<file path="config.mk">
export PLATFORM = sky130hd
export DESIGN_NAME = led_pwm_driver
export DESIGN_NICKNAME = d
export VERILOG_FILES = /design/src/rtl/led_pwm_driver.sv
export SDC_FILE = /design/constraint.sdc
export NUM_CORES = 1
export LEC_CHECK = 0
export ABC_AREA = 1
export ABC_CLOCK_PERIOD_IN_PS = 2730
export CAP_MARGIN = 10
export CORE_MARGIN = 8
export CORE_UTILIZATION = 40
export DETAILED_ROUTE_END_ITERATION = 8
export PLACE_DENSITY_LB_ADDON = 0.2
export SYNTH_ARGS = -nofsm -noshare
export SYNTH_HDL_FRONTEND = slang
export SYNTH_SLANG_ARGS = --single-unit
export TNS_END_PERCENT = 1
</file>
<file path="constraint.sdc">
create_clock -name i_clk -period 2.73 [get_ports i_clk]
set_clock_uncertainty 0.05 [all_clocks]
set_input_delay 0.819 -clock i_clk [delete_from_list [all_inputs] [get_ports i_clk]]
set_output_delay 0.819 -clock i_clk [all_outputs]
set_load 0.01 [all_outputs]
</file>
<file path="src/rtl/led_pwm_driver.sv">
// LED output stage: glitch-free 15-step PWM in static mode, moving wave in animation mode.
// Define LED_WAVE_BOUNCE_EN to make the wave head ping-pong instead of wrapping.
module led_pwm_driver #(
    parameter int unsigned NUM_LEDS = 16,
    parameter int unsigned PWM_DIV  = 64,
    parameter int unsigned ANIM_DIV = 25_000_000
) (
    input  logic                        i_clk,
    input  logic                        i_rst_n,
    input  logic [3:0]                  i_pwm_value,
    input  logic                        i_use_animation,
    output logic [NUM_LEDS-1:0]         o_led,
    output logic [$clog2(NUM_LEDS)-1:0] o_anim_pos
);

    localparam int unsigned POS_W = $clog2(NUM_LEDS);
    localparam int unsigned DIV_W = $clog2(PWM_DIV + 1);
    localparam int unsigned PRE_W = $clog2(ANIM_DIV + 1);

    localparam logic [DIV_W-1:0] DIV_LAST = DIV_W'(PWM_DIV - 1);
    localparam logic [PRE_W-1:0] PRE_LAST = PRE_W'(ANIM_DIV - 1);
    localparam logic [POS_W-1:0] POS_LAST = POS_W'(NUM_LEDS - 1);

`ifdef LED_WAVE_BOUNCE_EN
    typedef enum logic [1:0] {ST_STATIC, ST_FWD, ST_REV} state_t;
`else
    typedef enum logic [1:0] {ST_STATIC, ST_FWD} state_t;
`endif

    state_t             r_state;
    logic [3:0]         r_level;
    logic               r_anim;
    logic [DIV_W-1:0]   r_div;
    logic [3:0]         r_step;
    logic [3:0]         r_duty;
    logic [POS_W-1:0]   r_pos;
    logic [PRE_W-1:0]   r_pre;

    logic               div_tc;
    logic               step_wrap;
    logic               pre_tc;
    int                 pos_i;
    logic [3:0]         sel_duty;
    logic [NUM_LEDS-1:0] led_next;

    assign div_tc    = (r_div == DIV_LAST);
    assign step_wrap = div_tc && (r_step == 4'd14);
    assign pre_tc    = (r_pre == PRE_LAST);

    // PWM timebase runs in every state so mode changes never disturb the period.
    always_ff @(posedge i_clk or negedge i_rst_n) begin
        if (!i_rst_n) begin
            r_level <= 4'd0;
            r_anim  <= 1'b0;
            r_div   <= '0;
            r_step  <= 4'd0;
            r_duty  <= 4'd0;
        end else begin
            r_level <= i_pwm_value;
            r_anim  <= i_use_animation;
            if (div_tc) begin
                r_div  <= '0;
                r_step <= (r_step == 4'd14) ? 4'd0 : r_step + 4'd1;
            end else begin
                r_div <= r_div + 1'b1;
            end
            if (step_wrap) begin
                r_duty <= r_level;
            end
        end
    end

    // Neighbour indices are compared as signed ints so pos-1 at 0 never matches.
    always_comb begin
        led_next = '0;
        sel_duty = 4'd0;
        pos_i    = int'(r_pos);
        for (int i = 0; i < int'(NUM_LEDS); i++) begin
            if (r_state == ST_STATIC) begin
                sel_duty = r_duty;
            end else if (i == pos_i) begin
                sel_duty = 4'd15;
            end else if ((i == pos_i + 1) || (i == pos_i - 1)) begin
                sel_duty = 4'd5;
            end else begin
                sel_duty = 4'd0;
            end
            led_next[i] = (r_step < sel_duty);
        end
    end

    always_ff @(posedge i_clk or negedge i_rst_n) begin
        if (!i_rst_n) begin
            r_state    <= ST_STATIC;
            r_pos      <= '0;
            r_pre      <= '0;
            o_led      <= '0;
            o_anim_pos <= '0;
        end else begin
            o_led      <= led_next;
            o_anim_pos <= r_pos;
            case (r_state)
                ST_STATIC: begin
                    if (r_anim) begin
                        r_state <= ST_FWD;
                        r_pos   <= '0;
                        r_pre   <= '0;
                    end
                end
                ST_FWD: begin
                    if (!r_anim) begin
                        r_state <= ST_STATIC;
                        r_pos   <= '0;
                        r_pre   <= '0;
                    end else if (pre_tc) begin
                        r_pre <= '0;
`ifdef LED_WAVE_BOUNCE_EN
                        if (r_pos == POS_LAST) begin
                            r_pos   <= POS_LAST - 1'b1;
                            r_state <= ST_REV;
                        end else begin
                            r_pos <= r_pos + 1'b1;
                        end
`else
                        r_pos <= (r_pos == POS_LAST) ? '0 : r_pos + 1'b1;
`endif
                    end else begin
                        r_pre <= r_pre + 1'b1;
                    end
                end
`ifdef LED_WAVE_BOUNCE_EN
                ST_REV: begin
                    if (!r_anim) begin
                        r_state <= ST_STATIC;
                        r_pos   <= '0;
                        r_pre   <= '0;
                    end else if (pre_tc) begin
                        r_pre <= '0;
                        if (r_pos == '0) begin
                            r_pos   <= POS_W'(1);
                            r_state <= ST_FWD;
                        end else begin
                            r_pos <= r_pos - 1'b1;
                        end
                    end else begin
                        r_pre <= r_pre + 1'b1;
                    end
                end
`endif
                default: begin
                    r_state <= ST_STATIC;
                    r_pos   <= '0;
                    r_pre   <= '0;
                end
            endcase
        end
    end

endmodule
</file>
==> results by group, run 1 <==
STA
  • Min Tclk post-route: 2370 ps
  • Hold Slack: 381 ps
  • Fmax: 421 MHz
  • Slew margin rel.: 64.0%
  • Actual slew at the worst max-slew pin: 540 ps
  • Final hold vios: 0
  • Final period util: 87.0%
  • Number of setup violations in the final report: 0
  • Setup TNS: 0 ps
  • Fin. max-slew vios: 0
  • Unrepaired setup endpoints after global routing: no

Power and ir drop
  • Worst vdd ir: 0.000416 V
  • Leakage power: 0.00297 uW
  • Tot Pwr: 5020 uW
  • PD cells: 854 nW/um2

Setup path
  • CP cell instances: inv_1, ha_1, or2_1, nand2_2, inv_2, nand3_1, nand3_1, nand2_1, ha_1, nand2_1, inv_1, a21oi_1
  • Slowest-stage cell, CP: dfrtp_1
  • CP Buf/Inv Count: 3
  • CP Data Arrival Time: 2580 ps
  • Crit. End Element: register
  • Worst-path fanout max: 9
  • Max incr delay on CP: 460 ps
  • Kind of critical path: reg -> reg
  • Worst Setup Start Kind: register
  • CP delay by family, top: simple AND/OR/NAND/NOR gates
  • CP required: 2930 ps

Logic synthesis
  • Yosys warns: 0
  • Post-Synthesis Cells: 686
  • Distinct cell type count after synthesis: 37
  • Synth Area per Inst: 7.47 um2
  • Sequential element share of the synthesized area: 34.2%
  • Syn nets: 750
  • Number of synthesized register bits: 70
  • Post-Syn Area: 5120 um2

Clock network
  • Deepest clock path buffer count: 2
  • CTS H-tree lvls: 3
  • CTS Hold Bufs: 0
  • CTS resizes: 0
  • Clk sinks: 70
  • Post CTS Setup Buffer Count: 0
  • Num CTS Buffers: 9
  • CTS root buffer: clkbuf_16
  • Worst-path clk slew: 60 ps
  • CTS tree: built
  • Clk_lat worst skew: 340 ps

Finish
  • Finished Layout Cells: 890
  • Share of layout cells above drive strength 1: 8.36%
  • Syn-to-layout area delta: 14.8%
  • Most frequent cells in the layout: nand2_1 (192), inv_1 (86), nand3_1 (79)
  • Final net count: 777
  • Filler cells: 1250
  • # diodes: 0
  • Most common cell after layout, fill and taps aside: nand2_1

Placed design
  • Placed cell count: 874
  • I/O Buffers: 26
  • GPL Wtd Cong: 0.896
  • Dpl hpwl: 8.92 mm

Global routing
  • Vias in the first global route: 4396
  • Largest net degree at the start of global routing: 40
  • Global-route wire length before repair: 21.0 mm
  • Antenna violations before repair: 0
  • Remaining Overflow, GRT: 0
  • Total GRT Usage: 15.5%

Routing
  • Antenna viol nets, final: 0
  • Vias post-DR: 4464
  • Drt via density: 5.02
  • DRC Markers: 0
  • Iter 0 DRT Violations: 247
  • Post-Route WL: 12.2 mm
  • Initial DRT Pass Iterations: 5
  • Avg WL per Cell: 13.7 um

Floorplanning
  • Chip height: 129 um
  • Die X: 129 um
  • IO Pins: 27
  • Core area: 12600 um2
  • Die area: 16700 um2
  • Row cnt: 41
  • Initial Util: 40.8%

Run
  • Number of max-cap violations: 0

Hold path
  • Hold Path Class: in -> async

Run status
  • Status: complete, no violations
## synthesized netlist by cell type, drive strengths merged
cell | count | area [um2]
a21boi | 1 | 7.51
a21o | 16 | 120
a21oi | 28 | 178
a22oi | 1 | 7.51
a31oi | 1 | 6.26
buf | 9 | 57.6
clkbuf | 12 | 45.0
dfrtp | 70 | 1750
ha | 57 | 713
inv | 89 | 334
mux2 | 4 | 45.0
mux2i | 2 | 20.0
nand2 | 200 | 771
nand3 | 81 | 415
nand3b | 2 | 15.0
nand4 | 11 | 68.8
nor2 | 41 | 156
nor3 | 11 | 66.3
nor3b | 2 | 15.0
o21ai | 23 | 115
o21bai | 1 | 7.51
o22ai | 2 | 12.5
o31ai | 1 | 7.51
or2 | 4 | 25.0
xnor2 | 4 | 42.6
xor2 | 13 | 121
## flip-flops by register name, indices dropped and copies added, names as in the netlist
register    flops
r_pre          25
o_led          16
r_div           7
o_anim_pos      4
r_duty          4
r_level         4
r_pos           4
r_step          4
r_anim          1
r_state         1
## cells by family (layout without fill, tap and decap cells)
kind of cell / count (synthesis) / after routing / share of synthesized area [%]
AOI/OAI and AO/OA: 74 / 74 / 9.01
xor gates and xnor gates: 17 / 17 / 3.20
adders and majority gates: 57 / 57 / 13.9
buffers and inverters: 110 / 142 / 8.52
DFF: 70 / 70 / 34.2
muxes: 6 / 6 / 1.27
and+or+nand+nor: 352 / 352 / 29.9
## through the flow
step | util [%] | cell area (um2) | setup slack [ps]
3_5_place_dp | 44.5 | 5590 | 347
6_report | 46.8 | 5880 | 355
5_1_grt | 46.8 | 5880 | 129
3_3_place_gp | 44.5 | 5590 | 428
4_1_cts | 46.8 | 5880 | 339
2_1_floorplan | - | 5120 | 676
## report_power, final
part	leakage [uW]	switching, uW	internal, uW	total, uW
combinational	0.00194	1590	956	2550
sequential	0.000890	99.6	1200	1300
clock	0.000136	469	710	1180
total	0.00297	2160	2860	5020
## area by class of cell
type,instances,area [um2],area share [%]
clock buffers,11,233,3.96
clock inverters,5,58.8,1.00
inverters,89,334,5.68
multi-input cells,506,2940,49.9
flip-flops and latches,70,1750,29.8
well taps,172,215,3.66
repair buffers,37,353,6.00
## layer usage
layer | wire length [um] | global-route usage [%] | part of all wire (%)
met4 | 129 | 4.84 | 1.1
met3 | 595 | 3.49 | 4.9
met5 | 0 | 0 | 0
met2 | 5550 | 25.1 | 46
met1 | 5900 | 20.0 | 48
## final timing paths
path / end / cells past startpoint / slack, ps / startpoint
worst max-delay path: o_led[12] / 12 / 360 / r_pos[0]
worst min-delay path: r_pre[11] / 1 / 380 / i_rst_n
worst max register to register: o_led[12] / 12 / 360 / r_pos[0]
worst min register to register: r_div[0] / 1 / 420 / r_div[0]
max in group asynchronous: o_led[10] / 2 / 1680 / i_rst_n
min in group i_clk: r_div[0] / 1 / 420 / r_div[0]
Note: power is estimated with default switching activity, not from simulation.
==> run 2: changes to the inputs <==
--- a/config.mk
+++ b/config.mk
@@ -9,7 +9,7 @@
 export ABC_CLOCK_PERIOD_IN_PS = 2730
 export CAP_MARGIN = 10
 export CORE_MARGIN = 8
-export CORE_UTILIZATION = 40
+export CORE_UTILIZATION = 45
 export DETAILED_ROUTE_END_ITERATION = 8
 export PLACE_DENSITY_LB_ADDON = 0.2
 export SYNTH_ARGS = -nofsm -noshare
==> constraint.sdc (replaced) <==
create_clock -name i_clk -period 2.73 [get_ports i_clk]
set_clock_uncertainty 0.05 [all_clocks]
set_input_delay 0.546 -clock i_clk [delete_from_list [all_inputs] [get_ports i_clk]]
set_output_delay 0.546 -clock i_clk [all_outputs]
set_load 0.01 [all_outputs]
==> results by group, run 2 (synthesis results as in run 1) <==
Run status
  • Status: complete, no violations (unchanged)

Setup path
  • Kind of critical path: reg -> reg (unchanged)
  • CP required: 2940 ps (was 2930 ps)
  • Crit. End Element: register (unchanged)
  • CP delay by family, top: simple AND/OR/NAND/NOR gates (unchanged)
  • Slowest-stage cell, CP: dfrtp_1 (unchanged)
  • CP Buf/Inv Count: 3 (unchanged)
  • Worst-path fanout max: 9 (unchanged)
  • CP cell instances: inv_1, ha_1, or2_1, nand2_2, inv_2, nand3_1, nand3_1, nand2_1, ha_1, nand2_1, inv_1, a21oi_1 (unchanged)
  • Worst Setup Start Kind: register (unchanged)
  • Max incr delay on CP: 480 ps (was 460 ps)
  • CP Data Arrival Time: 2570 ps (was 2580 ps)

Routing
  • Iter 0 DRT Violations: 356 (was 247)
  • Avg WL per Cell: 14.3 um (was 13.7 um)
  • DRC Markers: 0 (unchanged)
  • Initial DRT Pass Iterations: 5 (unchanged)
  • Vias post-DR: 4520 (was 4464)
  • Post-Route WL: 12.3 mm (was 12.2 mm)
  • Drt via density: 5.25 (was 5.02)
  • Antenna viol nets, final: 0 (unchanged)

Clock network
  • Worst-path clk slew: 60 ps (about the same)
  • Deepest clock path buffer count: 2 (unchanged)
  • CTS H-tree lvls: 3 (unchanged)
  • CTS Hold Bufs: 0 (unchanged)
  • Clk_lat worst skew: 340 ps (about the same)
  • CTS root buffer: clkbuf_16 (unchanged)
  • CTS resizes: 0 (unchanged)
  • Post CTS Setup Buffer Count: 0 (unchanged)
  • CTS tree: built (unchanged)
  • Clk sinks: 70 (unchanged)
  • Num CTS Buffers: 9 (unchanged)

Placed design
  • GPL Wtd Cong: 0.906 (was 0.896)
  • Placed cell count: 845 (was 874)
  • I/O Buffers: 26 (unchanged)
  • Dpl hpwl: 8.84 mm (was 8.92 mm)

Finish
  • Share of layout cells above drive strength 1: 8.64% (was 8.36%)
  • Reg with most FFs: r_pre (unchanged)
  • Final net count: 777 (unchanged)
  • Most frequent cells in the layout: nand2_1 (192), inv_1 (86), nand3_1 (79) (unchanged)
  • Finished Layout Cells: 861 (was 890)
  • Top flop regs: r_pre (25), o_led (16), r_div (7) (unchanged)
  • # diodes: 0 (unchanged)
  • Syn-to-layout area delta: 14.4% (was 14.8%)
  • Most common cell after layout, fill and taps aside: nand2_1 (unchanged)
  • Number of flip-flops in the largest register: 25 (unchanged)

STA
  • Fmax: 424 MHz (was 421 MHz)
  • Unrepaired setup endpoints after global routing: no (unchanged)
  • Min Tclk post-route: 2360 ps (was 2370 ps)
  • Final hold vios: 0 (unchanged)
  • Fin. max-slew vios: 0 (unchanged)
  • Slew margin rel.: 41.7% (was 64.0%)
  • Actual slew at the worst max-slew pin: 875 ps (was 540 ps)
  • Final period util: 86.4% (was 87.0%)
  • Setup TNS: 0 ps (unchanged)
  • Number of setup violations in the final report: 0 (unchanged)

Global routing
  • Global-route wire length before repair: 21.2 mm (was 21.0 mm)
  • Remaining Overflow, GRT: 0 (unchanged)
  • Vias in the first global route: 4349 (was 4396)
  • Antenna violations before repair: 0 (unchanged)
  • Total GRT Usage: 17.5% (was 15.5%)
  • Largest net degree at the start of global routing: 71 (was 40)

Floorplanning
  • Core area: 11300 um2 (was 12600 um2)
  • Die X: 123 um (was 129 um)
  • Initial Util: 45.5% (was 40.8%)
  • Die area: 15100 um2 (was 16700 um2)
  • Row cnt: 39 (was 41)
  • IO Pins: 27 (unchanged)
  • Chip height: 123 um (was 129 um)

Hold path
  • Hold Path Class: in -> async (unchanged)

Run
  • Number of max-cap violations: 0 (unchanged)

Power and ir drop
  • PD cells: 875 nW/um2 (was 854 nW/um2)
  • Worst vdd ir: 0.000478 V (was 0.000416 V)
  • Leakage power: 0.00299 uW (was 0.00297 uW)
==> run 2: path summary, 6_finish.rpt <==
path | startpoint | endpoint | slack (ps) | cells after the start
worst max register to register | r_pos[0] | o_led[13] | 370 | 12
min in group i_clk | r_div[0] | r_div[0] | 420 | 1
max in group asynchronous | i_rst_n | r_div[4] | 1780 | 1
worst min-delay path | i_rst_n | r_pre[20] | 270 | 1
worst min register to register | r_div[0] | r_div[0] | 420 | 1
worst max-delay path | r_pos[0] | o_led[13] | 370 | 12
==> run 2: metal layers <==
metal | up-vias | wire length (um) | GRT usage [%]
met5 | - | 0 | 0
met4 | 0 | 130 | 5.48
met3 | 12 | 552 | 2.90
met2 | 98 | 5640 | 27.9
met1 | 2122 | 6010 | 23.7
li1 | 2288 | - | -
==> run 2: per-stage QoR <==
step	cell area, um2	hold WS (ps)	worst slack [ps]	power (uW)	util, %
finish	5860	274	371	5130	52.0
global route	5860	370	153	5560	52.0
CTS	5860	323	355	5190	52.0
detailed placement	5540	417	387	3890	49.2
global placement	5540	400	426	3800	49.2
floorplan	5120	200	676	3100	-
==> run 2: final cells by class <==
cell class                      instances  area [um2]
Tap cell                              143         179
Sequential cell                        70        1750
Clock buffer                            9         225
Fill cell                            1081        5410
Timing Repair Buffer                   37         340
Multi-Input combinational cell        506        2940
Clock inverter                          7        96.3
Inverter                               89         334
==> run 2: worst register-to-register path, stage by stage, from the launching register on <==
cell and delay, ps:
dfrtp_1 480, inv_1 190, ha_1 310, or2_1 240, nand2_2 150, inv_2 100
nand3_1 120, nand3_1 100, nand2_1 70, ha_1 220, nand2_1 60, inv_1 40
a21oi_1 130
==> run 2: power by group <==
group,total (uW),internal (uW),switching [uW]
logic,2580,966,1610
clock network,1270,802,467
registers,1280,1200,85.7
total,5130,2970,2160
==> run 3: changes to the inputs <==
--- a/config.mk
+++ b/config.mk
@@ -12,6 +12,7 @@
 export CORE_UTILIZATION = 45
 export DETAILED_ROUTE_END_ITERATION = 8
 export PLACE_DENSITY_LB_ADDON = 0.2
+export SLEW_MARGIN = 20
 export SYNTH_ARGS = -nofsm -noshare
 export SYNTH_HDL_FRONTEND = slang
 export SYNTH_SLANG_ARGS = --single-unit
==> results of run 3 <==
Final layout, timing and power as in run 2 (identical DEF).
